<file path="src/rtl/dmem_pkg.sv">
// Shared definitions for the data-memory controller: funct3 size codes,
// response-ID encodings, lane count, and lane-mask/store-data/legality helpers.
package dmem_pkg;

    localparam int LANES = 4;

    typedef enum logic [2:0] {
        F3_B  = 3'b000,
        F3_H  = 3'b001,
        F3_W  = 3'b010,
        F3_BU = 3'b100,
        F3_HU = 3'b101
    } funct3_e;

    typedef enum logic {
        PORT_CORE   = 1'b0,
        PORT_LOADER = 1'b1
    } port_e;

    // Unsigned sizes are load-only; H needs even address, W word-aligned.
    function automatic logic f3_legal(input logic we, input logic [2:0] f3,
                                      input logic [1:0] off);
        logic ok;
        case (f3)
            F3_B:          ok = 1'b1;
            F3_BU:         ok = !we;
            F3_H:          ok = !off[0];
            F3_HU:         ok = !off[0] && !we;
            F3_W:          ok = (off == 2'b00);
            default:       ok = 1'b0;
        endcase
        return ok;
    endfunction

    // Size is carried in funct3[1:0]: 00 byte, 01 half, 10 word.
    function automatic logic [LANES-1:0] lane_mask(input logic [2:0] f3,
                                                   input logic [1:0] off);
        logic [LANES-1:0] m;
        case (f3[1:0])
            2'b00:   m = 4'b0001 << off;
            2'b01:   m = off[1] ? 4'b1100 : 4'b0011;
            default: m = 4'b1111;
        endcase
        return m;
    endfunction

    // Replicate the store operand so every candidate lane sees its byte.
    function automatic logic [8*LANES-1:0] store_data(input logic [2:0] f3,
                                                      input logic [31:0] wdata);
        logic [8*LANES-1:0] d;
        case (f3[1:0])
            2'b00:   d = {4{wdata[7:0]}};
            2'b01:   d = {2{wdata[15:0]}};
            default: d = wdata;
        endcase
        return d;
    endfunction

endpackage

</file>
<file path="src/rtl/dmem_align.sv">
// Load formatter: picks the addressed byte/half out of the four lane outputs
// and sign- or zero-extends it according to funct3.
module dmem_align
    import dmem_pkg::*;
(
    input  logic [8*LANES-1:0] lane_dout_i,
    input  logic [1:0]         off_i,
    input  logic [2:0]         funct3_i,
    output logic [31:0]        data_o
);

    logic [7:0]  byte_sel;
    logic [15:0] half_sel;
    logic        sext;

    // Lane selection and extension; funct3[2] marks the unsigned variants.
    always_comb begin
        byte_sel = lane_dout_i[{off_i, 3'b000} +: 8];
        half_sel = off_i[1] ? lane_dout_i[31:16] : lane_dout_i[15:0];
        sext     = !funct3_i[2];
        case (funct3_i[1:0])
            2'b00:   data_o = {{24{byte_sel[7] & sext}}, byte_sel};
            2'b01:   data_o = {{16{half_sel[15] & sext}}, half_sel};
            default: data_o = lane_dout_i;
        endcase
    end

endmodule

</file>
<file path="src/rtl/dmem_ctrl.sv">
// Data-memory controller: arbitrates core and loader onto four byte-lane
// BRAMs, drives registered lane strobes, returns formatted load data one
// cycle after the grant.
// Build option: DMEM_CTRL_RR_EN selects round-robin arbitration; without it
// the core has fixed priority and no pointer register exists.
module dmem_ctrl
    import dmem_pkg::*;
#(
    parameter int ADDR_WIDTH = 13
) (
    input  logic                  CLK,
    input  logic                  RST,
    input  logic                  C_VALID,
    output logic                  C_READY,
    input  logic                  C_WE,
    input  logic [2:0]            C_FUNCT3,
    input  logic [ADDR_WIDTH-1:0] C_ADDR,
    input  logic [31:0]           C_WDATA,
    input  logic                  L_VALID,
    output logic                  L_READY,
    input  logic                  L_WE,
    input  logic [2:0]            L_FUNCT3,
    input  logic [ADDR_WIDTH-1:0] L_ADDR,
    input  logic [31:0]           L_WDATA,
    output logic                  RSP_VALID,
    output logic                  RSP_ID,
    output logic                  RSP_ERR,
    output logic [31:0]           RSP_RDATA,
    output logic [ADDR_WIDTH-1:0] LANE_ADDR,
    output logic [LANES-1:0]      LANE_WE,
    output logic [LANES-1:0]      LANE_RE,
    output logic [8*LANES-1:0]    LANE_DIN,
    input  logic [8*LANES-1:0]    LANE_DOUT
);

    logic                  grant_c, grant_l, sel_valid, sel_we, sel_legal;
    logic [2:0]            sel_f3;
    logic [ADDR_WIDTH-1:0] sel_addr;
    logic [31:0]           sel_wdata, align_data;
    logic [LANES-1:0]      sel_mask;

    logic [ADDR_WIDTH-1:0] lane_addr_q, lane_addr_d;
    logic [LANES-1:0]      lane_we_q, lane_we_d, lane_re_q, lane_re_d;
    logic [8*LANES-1:0]    lane_din_q, lane_din_d;
    logic                  pend_v_q, pend_v_d, pend_err_q, pend_err_d;
    logic                  pend_we_q, pend_we_d;
    port_e                 pend_id_q, pend_id_d;
    logic [1:0]            pend_off_q, pend_off_d;
    logic [2:0]            pend_f3_q, pend_f3_d;
    logic                  rsp_valid_q, rsp_valid_d, rsp_id_q, rsp_id_d;
    logic                  rsp_err_q, rsp_err_d;
    logic [31:0]           rsp_rdata_q, rsp_rdata_d;

`ifdef DMEM_CTRL_RR_EN
    port_e ptr_q;

    // Core wins when alone or when the pointer favours it.
    always_comb grant_c = C_VALID && (!L_VALID || ptr_q == PORT_CORE);
`else
    // Fixed priority: the loader only gets idle core cycles.
    always_comb grant_c = C_VALID;
`endif

    // Loader grant, READY gating and request mux.
    always_comb begin
        grant_l   = L_VALID && !grant_c;
        C_READY   = grant_c && !RST;
        L_READY   = grant_l && !RST;
        sel_valid = grant_c || grant_l;
        sel_we    = grant_l ? L_WE     : C_WE;
        sel_f3    = grant_l ? L_FUNCT3 : C_FUNCT3;
        sel_addr  = grant_l ? L_ADDR   : C_ADDR;
        sel_wdata = grant_l ? L_WDATA  : C_WDATA;
        sel_legal = f3_legal(sel_we, sel_f3, sel_addr[1:0]);
        sel_mask  = lane_mask(sel_f3, sel_addr[1:0]);
    end

    dmem_align u_align (
        .lane_dout_i (LANE_DOUT),
        .off_i       (pend_off_q),
        .funct3_i    (pend_f3_q),
        .data_o      (align_data)
    );

    // Next-state: lane strobes for this grant, response for last cycle's grant.
    always_comb begin
        lane_addr_d = lane_addr_q;
        lane_we_d   = '0;
        lane_re_d   = '0;
        lane_din_d  = '0;
        pend_v_d    = sel_valid;
        pend_id_d   = grant_l ? PORT_LOADER : PORT_CORE;
        pend_err_d  = !sel_legal;
        pend_we_d   = sel_we;
        pend_off_d  = sel_addr[1:0];
        pend_f3_d   = sel_f3;
        rsp_valid_d = pend_v_q;
        rsp_id_d    = pend_v_q && (pend_id_q == PORT_LOADER);
        rsp_err_d   = pend_v_q && pend_err_q;
        rsp_rdata_d = (pend_v_q && !pend_err_q && !pend_we_q) ? align_data : 32'h0;
        if (sel_valid) begin
            lane_addr_d = {sel_addr[ADDR_WIDTH-1:2], 2'b00};
            if (sel_legal && sel_we) begin
                lane_we_d  = sel_mask;
                lane_din_d = store_data(sel_f3, sel_wdata);
            end else if (sel_legal) begin
                lane_re_d  = sel_mask;
            end
        end
    end

    // State update; reset kills this cycle's strobes and any pending response.
    always_ff @(posedge CLK) begin
        if (RST) begin
            lane_addr_q <= '0;
            lane_we_q   <= '0;
            lane_re_q   <= '0;
            lane_din_q  <= '0;
            pend_v_q    <= 1'b0;
            pend_id_q   <= PORT_CORE;
            pend_err_q  <= 1'b0;
            pend_we_q   <= 1'b0;
            pend_off_q  <= 2'b00;
            pend_f3_q   <= 3'b000;
            rsp_valid_q <= 1'b0;
            rsp_id_q    <= 1'b0;
            rsp_err_q   <= 1'b0;
            rsp_rdata_q <= 32'h0;
`ifdef DMEM_CTRL_RR_EN
            ptr_q       <= PORT_CORE;
`endif
        end else begin
            lane_addr_q <= lane_addr_d;
            lane_we_q   <= lane_we_d;
            lane_re_q   <= lane_re_d;
            lane_din_q  <= lane_din_d;
            pend_v_q    <= pend_v_d;
            pend_id_q   <= pend_id_d;
            pend_err_q  <= pend_err_d;
            pend_we_q   <= pend_we_d;
            pend_off_q  <= pend_off_d;
            pend_f3_q   <= pend_f3_d;
            rsp_valid_q <= rsp_valid_d;
            rsp_id_q    <= rsp_id_d;
            rsp_err_q   <= rsp_err_d;
            rsp_rdata_q <= rsp_rdata_d;
`ifdef DMEM_CTRL_RR_EN
            if (C_VALID && L_VALID)
                ptr_q <= grant_c ? PORT_LOADER : PORT_CORE;
`endif
        end
    end

    assign LANE_ADDR = lane_addr_q;
    assign LANE_WE   = lane_we_q;
    assign LANE_RE   = lane_re_q;
    assign LANE_DIN  = lane_din_q;
    assign RSP_VALID = rsp_valid_q;
    assign RSP_ID    = rsp_id_q;
    assign RSP_ERR   = rsp_err_q;
    assign RSP_RDATA = rsp_rdata_q;

endmodule

</file>
<file path="config.mk">
export PLATFORM = sky130hd
export DESIGN_NAME = dmem_ctrl
export DESIGN_NICKNAME = d
export VERILOG_FILES = /design/src/rtl/dmem_pkg.sv /design/src/rtl/dmem_align.sv /design/src/rtl/dmem_ctrl.sv
export SDC_FILE = /design/constraint.sdc
export NUM_CORES = 1
export LEC_CHECK = 0
export CORE_ASPECT_RATIO = 0.6
export CORE_MARGIN = 5
export CORE_UTILIZATION = 28
export CTS_CLUSTER_SIZE = 30
export DETAILED_ROUTE_END_ITERATION = 12
export SLEW_MARGIN = 15
export SYNTH_ARGS = -nofsm -noshare
export SYNTH_HDL_FRONTEND = slang
export SYNTH_SLANG_ARGS = --single-unit
</file>
<file path="constraint.sdc">
create_clock -name CLK -period 1.9 [get_ports CLK]
set_input_delay 0.38 -clock CLK [delete_from_list [all_inputs] [get_ports CLK]]
set_output_delay 0.38 -clock CLK [all_outputs]
set_load 0.01 [all_outputs]
</file>
* After elaboration in Yosys (flattened, before gate mapping)
Cells that the tools add are included.
** Storage, ports and cells
- Register bits after elaboration :: 95
- Bits of input ports :: 134
- Output and inout bits :: 90
- Logic and storage cells :: 64
** Cells by class
- Equal/unequal tests :: 6
- Shifts and indexed selects :: 2
- Muxes and demuxes :: 11
- Bitwise operators :: 6
- Reduce and logical (&&, ||, !) cells :: 25
** Operators by type and width (count)
- one-hot mux 32 bit (2 select lines) :: 2
- 2-to-1 mux 32 bit :: 1
- indexed part select 32 x 6 -> 8 bit :: 1
- 2-to-1 mux 16 bit :: 1
- 2-to-1 mux 13 bit :: 1
- logical AND 1 bit :: 9
- logical NOT 1 bit :: 8
- one-hot mux 4 bit (2 select lines) :: 1
- equality test 3 bit (second input constant) :: 2
- logical NOT 2 bit :: 3
- one-hot mux 1 bit (5 select lines) :: 1
- equality test 2 x 1 -> 1 bit (second input constant) :: 2
- 2-to-1 mux 4 bit :: 1
- inverter 1 bit :: 4
- OR reduction 4 bit :: 1
- left shift 1 x 2 -> 4 bit (first input constant) :: 1
- equality test 3 x 1 -> 1 bit (second input constant) :: 1
- equality test 3 x 2 -> 1 bit (second input constant) :: 1
- logical NOT 3 bit :: 1
- 2-to-1 mux 3 bit :: 1
- OR reduction 3 bit :: 1
- AND 1 bit :: 2
- 2-to-1 mux 1 bit :: 2
- OR reduction 2 bit :: 1
- logical OR 1 bit :: 1

* Logic depth before layout (Yosys ltp)
Gate-level depths: netlist of run 1.
- Depth in word-level cells :: 9
- Depth in mapped cells :: 8
- Depth with buffers taken out :: 5

* Cells and area by module
From an unflattened synthesis of run 1, not the netlist that was laid out.
** Unflattened totals
- Cells, all modules :: 532
- Area total of the unflattened synthesis :: 4396.7 µm²
** By module, submodules not included
- dmem_ctrl :: times used 1, cells each 410, area an instance 3702.3 µm², sequential area each 1901.8 µm²
- dmem_align :: times used 1, cells each 122, area an instance 694.4 µm², sequential area each 0.0 µm²

* Least setup slack after synthesis of run 1
Ideal clock, no wire load.
- Path kind :: input to register
- Start point :: in L_VALID
- End point :: reg lane_din_q[16], in the netlist LANE_DIN[16]
- Setup time :: 88 ps
- Arrival time :: 1626 ps
- Required time :: 1812 ps
- Slack :: 186 ps
- Stages :: 7
- Buffers on the path :: 2
- Path through :: buf_2 nor2b_4 or3_1 a21oi_2 o21ai_2 buf_6 a311oi_2
** Between the ends
- Cells in the longest elaborated chain, start to end :: 8
- Elaborated cells on any way between the ends :: 23
- Those cells by class :: 5 x eq/ne; 6 x mux; 2 x bitwise; 10 x reduce/logical
** Ends and longest elaborated chain
- start, declared :: RTL line dmem_ctrl.sv:19 : input logic L_VALID,
- logical AND 1 bit (*) :: RTL line dmem_ctrl.sv:66 : grant_l = L_VALID && !grant_c;
- branches (longest 7 deep; another with one-hot mux 1 bit (5 select lines))
- end signal, assigned :: RTL line dmem_ctrl.sv:136 : lane_din_q <= lane_din_d;
- end, declared :: RTL line dmem_ctrl.sv:44 : logic [8*LANES-1:0] lane_din_q, lane_din_d;
Mark *: on every way between the ends.
A chain may end at the register's enable or synchronous reset.

* Worst setup path after layout of run 1
- Start point :: in C_FUNCT3[1]
- End point :: reg lane_we_q[3], in the netlist LANE_WE[3]
** Between the ends
- Cells in the longest elaborated chain, start to end :: 6
- Elaborated cells on any way between the ends :: 13
- Those cells by class :: 5 x eq/ne; 3 x mux; 1 x bitwise; 4 x reduce/logical
** Ends and longest elaborated chain
- start, declared :: RTL line dmem_ctrl.sv:16 : input logic [2:0] C_FUNCT3,
- 2-to-1 mux 3 bit (*) :: RTL line dmem_ctrl.sv:71 : sel_f3 = grant_l ? L_FUNCT3 : C_FUNCT3;
- equality test 3 x 2 -> 1 bit, or another cell as far along :: RTL line dmem_pkg.sv:24 : case (f3)
- one-hot mux 1 bit (5 select lines) :: RTL line dmem_pkg.sv:24
- logical AND 1 bit :: RTL line dmem_ctrl.sv:103 : if (sel_legal && sel_we) begin
- inverter 1 bit (no source line)
- OR reduction 3 bit (no source line)
- end signal, assigned :: RTL line dmem_ctrl.sv:134 : lane_we_q <= lane_we_d;
- end, declared :: RTL line dmem_ctrl.sv:43 : logic [LANES-1:0] lane_we_q, lane_we_d, lane_re_q, lane_re_d;
Every way passes the cells marked *; elsewhere a longest branch is shown, timed or not.

==> results summary, run 1 <==
The run finished with clean final reports. The internal power consumption came out at 3.71 mW. The count of yosys warnings during synthesis came out at 0.

Of the available clock period, the critical path in the final layout requires 0.958. TritonCTS built the clock tree. The number of global-route vias before repair came to 4662. The worst setup path is launched from an input pin. The H-tree depth is 3. For the worst setup path, the data required time is 2.12 ns. Leaving out fill and tap cells, the most frequent cells in the layout are 216 x sky130_fd_sc_hd__clkdlybuf4s50_1, 113 x sky130_fd_sc_hd__nand2_1, 95 x sky130_fd_sc_hd__dfxtp_1. The final non-filler cell area came out at 7240 sq um. For this run, the slowest stage of the critical path takes 0.53 ns. The number of CTS-inserted buffers came out at 9. Leaving out fill and tap cells, the most frequent cell in the layout is sky130_fd_sc_hd__clkdlybuf4s50_1.

The power per cell area is 698 nW/um^2. Routability-driven placement finished with a final weighted congestion of 0.840. The placed standard-cell area is 6860 sq um.

Synthesis handed over a netlist of 505 instances. Measured against its own limit, the worst slew margin works out to 0.633. For this design, the slowest cell found on the critical path is sky130_fd_sc_hd__clkdlybuf4s50_1.

The share of the Yosys chip area taken by registers is 0.456. The number of I/O port buffers is 221. The insertion delay of the later-clocked pin in the worst-skew pair is 0.34 ns. The area of the placeable core came out at 14500 sq um. The overall global routing resource usage is 0.184.

The post-synthesis cell area came out at 4170 sq um. The largest buffer count on any clock path is 2. The top achievable clock speed is 549 MHz. At the pin with the least slew margin, the transition time is 0.549 ns. The switching share of power came out at 0.265. The largest net degree at the start of global routing came out at 33. The area of all sequential standard cells is 1900 sq um. The detailed-route DRC error count came out at 0. The total wire length after detailed routing came out at 16300 um. STA classifies the critical path endpoint as a register. The count of boundary I/O pins is 224. The total global routing overflow is 0. The die is 105 um tall. The final total negative setup slack is 0 ns. The number of antenna-violating nets in the routed design is 0.

The area used by multi-input combinational logic is 2020 sq um. The final number of hold-violating endpoints is 0. The root buffer cell chosen for the clock tree is sky130_fd_sc_hd__clkbuf_16. Using the TritonRoute via totals, the vias-per-cell ratio works out to 4.74. The combinational fraction of design power is 0.211. The area growth from synthesis to layout is 73.8%. The tightest min-delay check is of the in -> reg type. Broken down by cell family, the worst path's largest delay share belongs to buffers and inverters.

For this block, the initial DRC count from the detailed router was 241. Of the total power, the clock network draws 0.374. The relative contribution of sequential cells to total power is 0.415.

The CTS sink count came out at 95. The global-route wire length before repair came out at 25500 um. The routed layout has 4533 vias. Along the worst path, the maximum fanout reaches 18. The number of nets in the final layout is 887. The post-layout minimum cycle time is 1.82 ns.

The worst-case clock skew came out at 0.00685 ns. The critical path contains buffers and inverters numbering 3 combined. The die boundary width came out at 168 um.

Summed over all nets, the switching power comes to 1.34 mW. After floorplanning, the core was divided into 34 placement rows. The diode insertion count for antenna repair came out at 0. The share of cells above drive strength 1 is 0.137. The number of maximum-capacitance constraint violations is 0. The number of filler instances in the final layout came out at 1356. Data on the critical path arrives at its endpoint at 2.05 ns. After synthesis, the netlist uses 37 different library cells. The worst ir drop on vdd is 0.351 mV. The die covers 17500 sq um.

The synthesized design contains 95 register bits. The routed length per instance is 17.1 um. Setup violations remaining at the end of the flow were counted as 0.

The synthesized area per cell is 8.26 sq um. For this design the static power due to leakage is 2.91 nW. The starting density of the core came out at 0.287. The category of the most critical setup path is in -> reg. The first-pass iteration count of the detailed router came out at 5.

The HPWL after detailed placement came out at 12800 um. The count of final max-slew check failures is 0. After clock tree synthesis, the clock-pin slew on the worst setup and hold paths is 0.07 ns.

In this run, post-CTS hold repair placed 0 buffers. The signal on the critical path passes through clkdlybuf4s50_1 -> buf_4 -> a21oi_1 -> nand3_1 -> nand2_1 -> o21ai_4 -> bufbuf_16 -> nor2_1. The number of antenna violations at the first check in global routing is 0.

Setup repair after global routing left no endpoint under its margin.
[cell type report]
| class | instances | area share |
|---|---|---|
| sequential | 95 | 0.263 |
| multi-input combinational | 351 | 0.279 |
| clock inverter | 6 | 0.00950 |
| clock buffer | 10 | 0.0330 |
| tap | 198 | 0.0342 |
| timing repair buffer | 276 | 0.371 |
| inverter | 20 | 0.0104 |
[metal layers]
layer  GRT usage  vias to the layer above  part of all wire
met5           0                        -                 0
met4      0.0394                        0            0.0090
met3      0.0577                       13             0.071
met2       0.278                      180              0.44
met1       0.258                     2137              0.48
li1            -                     2203                 -
[registers in the layout (all words and copies together) (netlist names), 2 cells and up]
register	flops
LANE_WE	4
pend_f3_q	3
LANE_DIN	32
LANE_RE	4
LANE_ADDR	11
pend_off_q	2
RSP_RDATA	32
[final timing paths]
| check | from | endpoint | slack [ns] | cells after the start |
|---|---|---|---|---|
| min | RST | LANE_ADDR[6] | 0.41 | 2 |
| max reg2reg | pend_off_q[1] | RSP_RDATA[18] | 0.29 | 6 |
| min reg2reg | pend_id_q | RSP_ID | 0.44 | 1 |
| max | C_FUNCT3[1] | LANE_WE[3] | 0.08 | 8 |
[stage by stage]
step / setup WS, ns / power (mW) / hold WS [ns] / std cells / utilization
after detailed placement: -0.464 / 3.19 / 0.435 / 936 / 0.472
after floorplan: 0.186 / 2.57 / 0.406 / 506 / -
final: 0.0792 / 5.05 / 0.406 / 956 / 0.498
after global placement: -0.400 / 3.17 / 0.421 / 936 / 0.472
after CTS: 0.0699 / 5.12 / 0.457 / 956 / 0.498
after global routing: 0.0368 / 5.31 / 0.438 / 956 / 0.498
[cells by family (layout without fill, tap and decap cells)]
| kind of cell | Yosys count | count (layout) | synth area share |
|---|---|---|---|
| multiplexers | 16 | 16 | 0.0417 |
| AO/OA/AOI/OAI | 118 | 118 | 0.217 |
| other | 1 | 2 | 0.000899 |
| AND/OR/NAND/NOR | 215 | 215 | 0.218 |
| flip-flops | 95 | 95 | 0.456 |
| buffers and inverters | 60 | 312 | 0.0663 |
[repair_timing]
| item | 4_1_cts | 5_1_grt |
|---|---|---|
| pin swaps | 1 | 0 |
| cloned | 1 | 0 |
| endpoints found under the setup margin | 22 | 2 |
| gates resized for setup | 8 | 2 |
| setup buffers | 3 | 0 |
[power groups by stage]
stage	Clock, mW	Combinational, mW	Sequential (mW)
2_1_floorplan	0	0.399	2.17
3_3_place_gp	0	1.03	2.14
3_5_place_dp	0	1.05	2.14
4_1_cts	1.96	1.06	2.10
5_1_grt	2.05	1.16	2.11
6_report	1.89	1.07	2.10
[synthesized netlist by cell type (all sizes together)]
| cell type | n | share of area |
|---|---|---|
| dfxtp | 95 | 0.46 |
| or3 | 3 | 0.0045 |
| nor3b | 2 | 0.0036 |
| a21o | 14 | 0.025 |
| nand2 | 113 | 0.10 |
| nand2b | 5 | 0.0093 |
| nand3 | 19 | 0.023 |
| conb | 1 | 0.00090 |
| nor2b | 11 | 0.018 |
| clkbuf | 18 | 0.016 |
| o21ai | 10 | 0.013 |
| a21oi | 50 | 0.061 |
| a2bb2oi | 1 | 0.0021 |
| nor2 | 58 | 0.052 |
| a41oi | 8 | 0.031 |
| mux4 | 1 | 0.0054 |
| nor3 | 2 | 0.0024 |
| buf | 22 | 0.032 |
| inv | 20 | 0.018 |
| o221a | 7 | 0.019 |
| a31oi | 9 | 0.014 |
| mux2i | 14 | 0.034 |
| o31ai | 1 | 0.0030 |
| and2 | 2 | 0.0030 |
| mux2 | 1 | 0.0027 |
| o211ai | 1 | 0.0018 |
| a311oi | 8 | 0.029 |
| a221oi | 8 | 0.017 |
| a211oi | 1 | 0.0018 |
(Power assumes the default switching activity.)
==> run 2, diff against run 1 <==
--- a/config.mk
+++ b/config.mk
@@ -5,6 +5,7 @@
 export SDC_FILE = /design/constraint.sdc
 export NUM_CORES = 1
 export LEC_CHECK = 0
+export CAP_MARGIN = 20
 export CORE_ASPECT_RATIO = 0.6
 export CORE_MARGIN = 5
 export CORE_UTILIZATION = 28
==> results of run 2 <==
The final DEF is identical to that of run 1; final timing and power are the same.
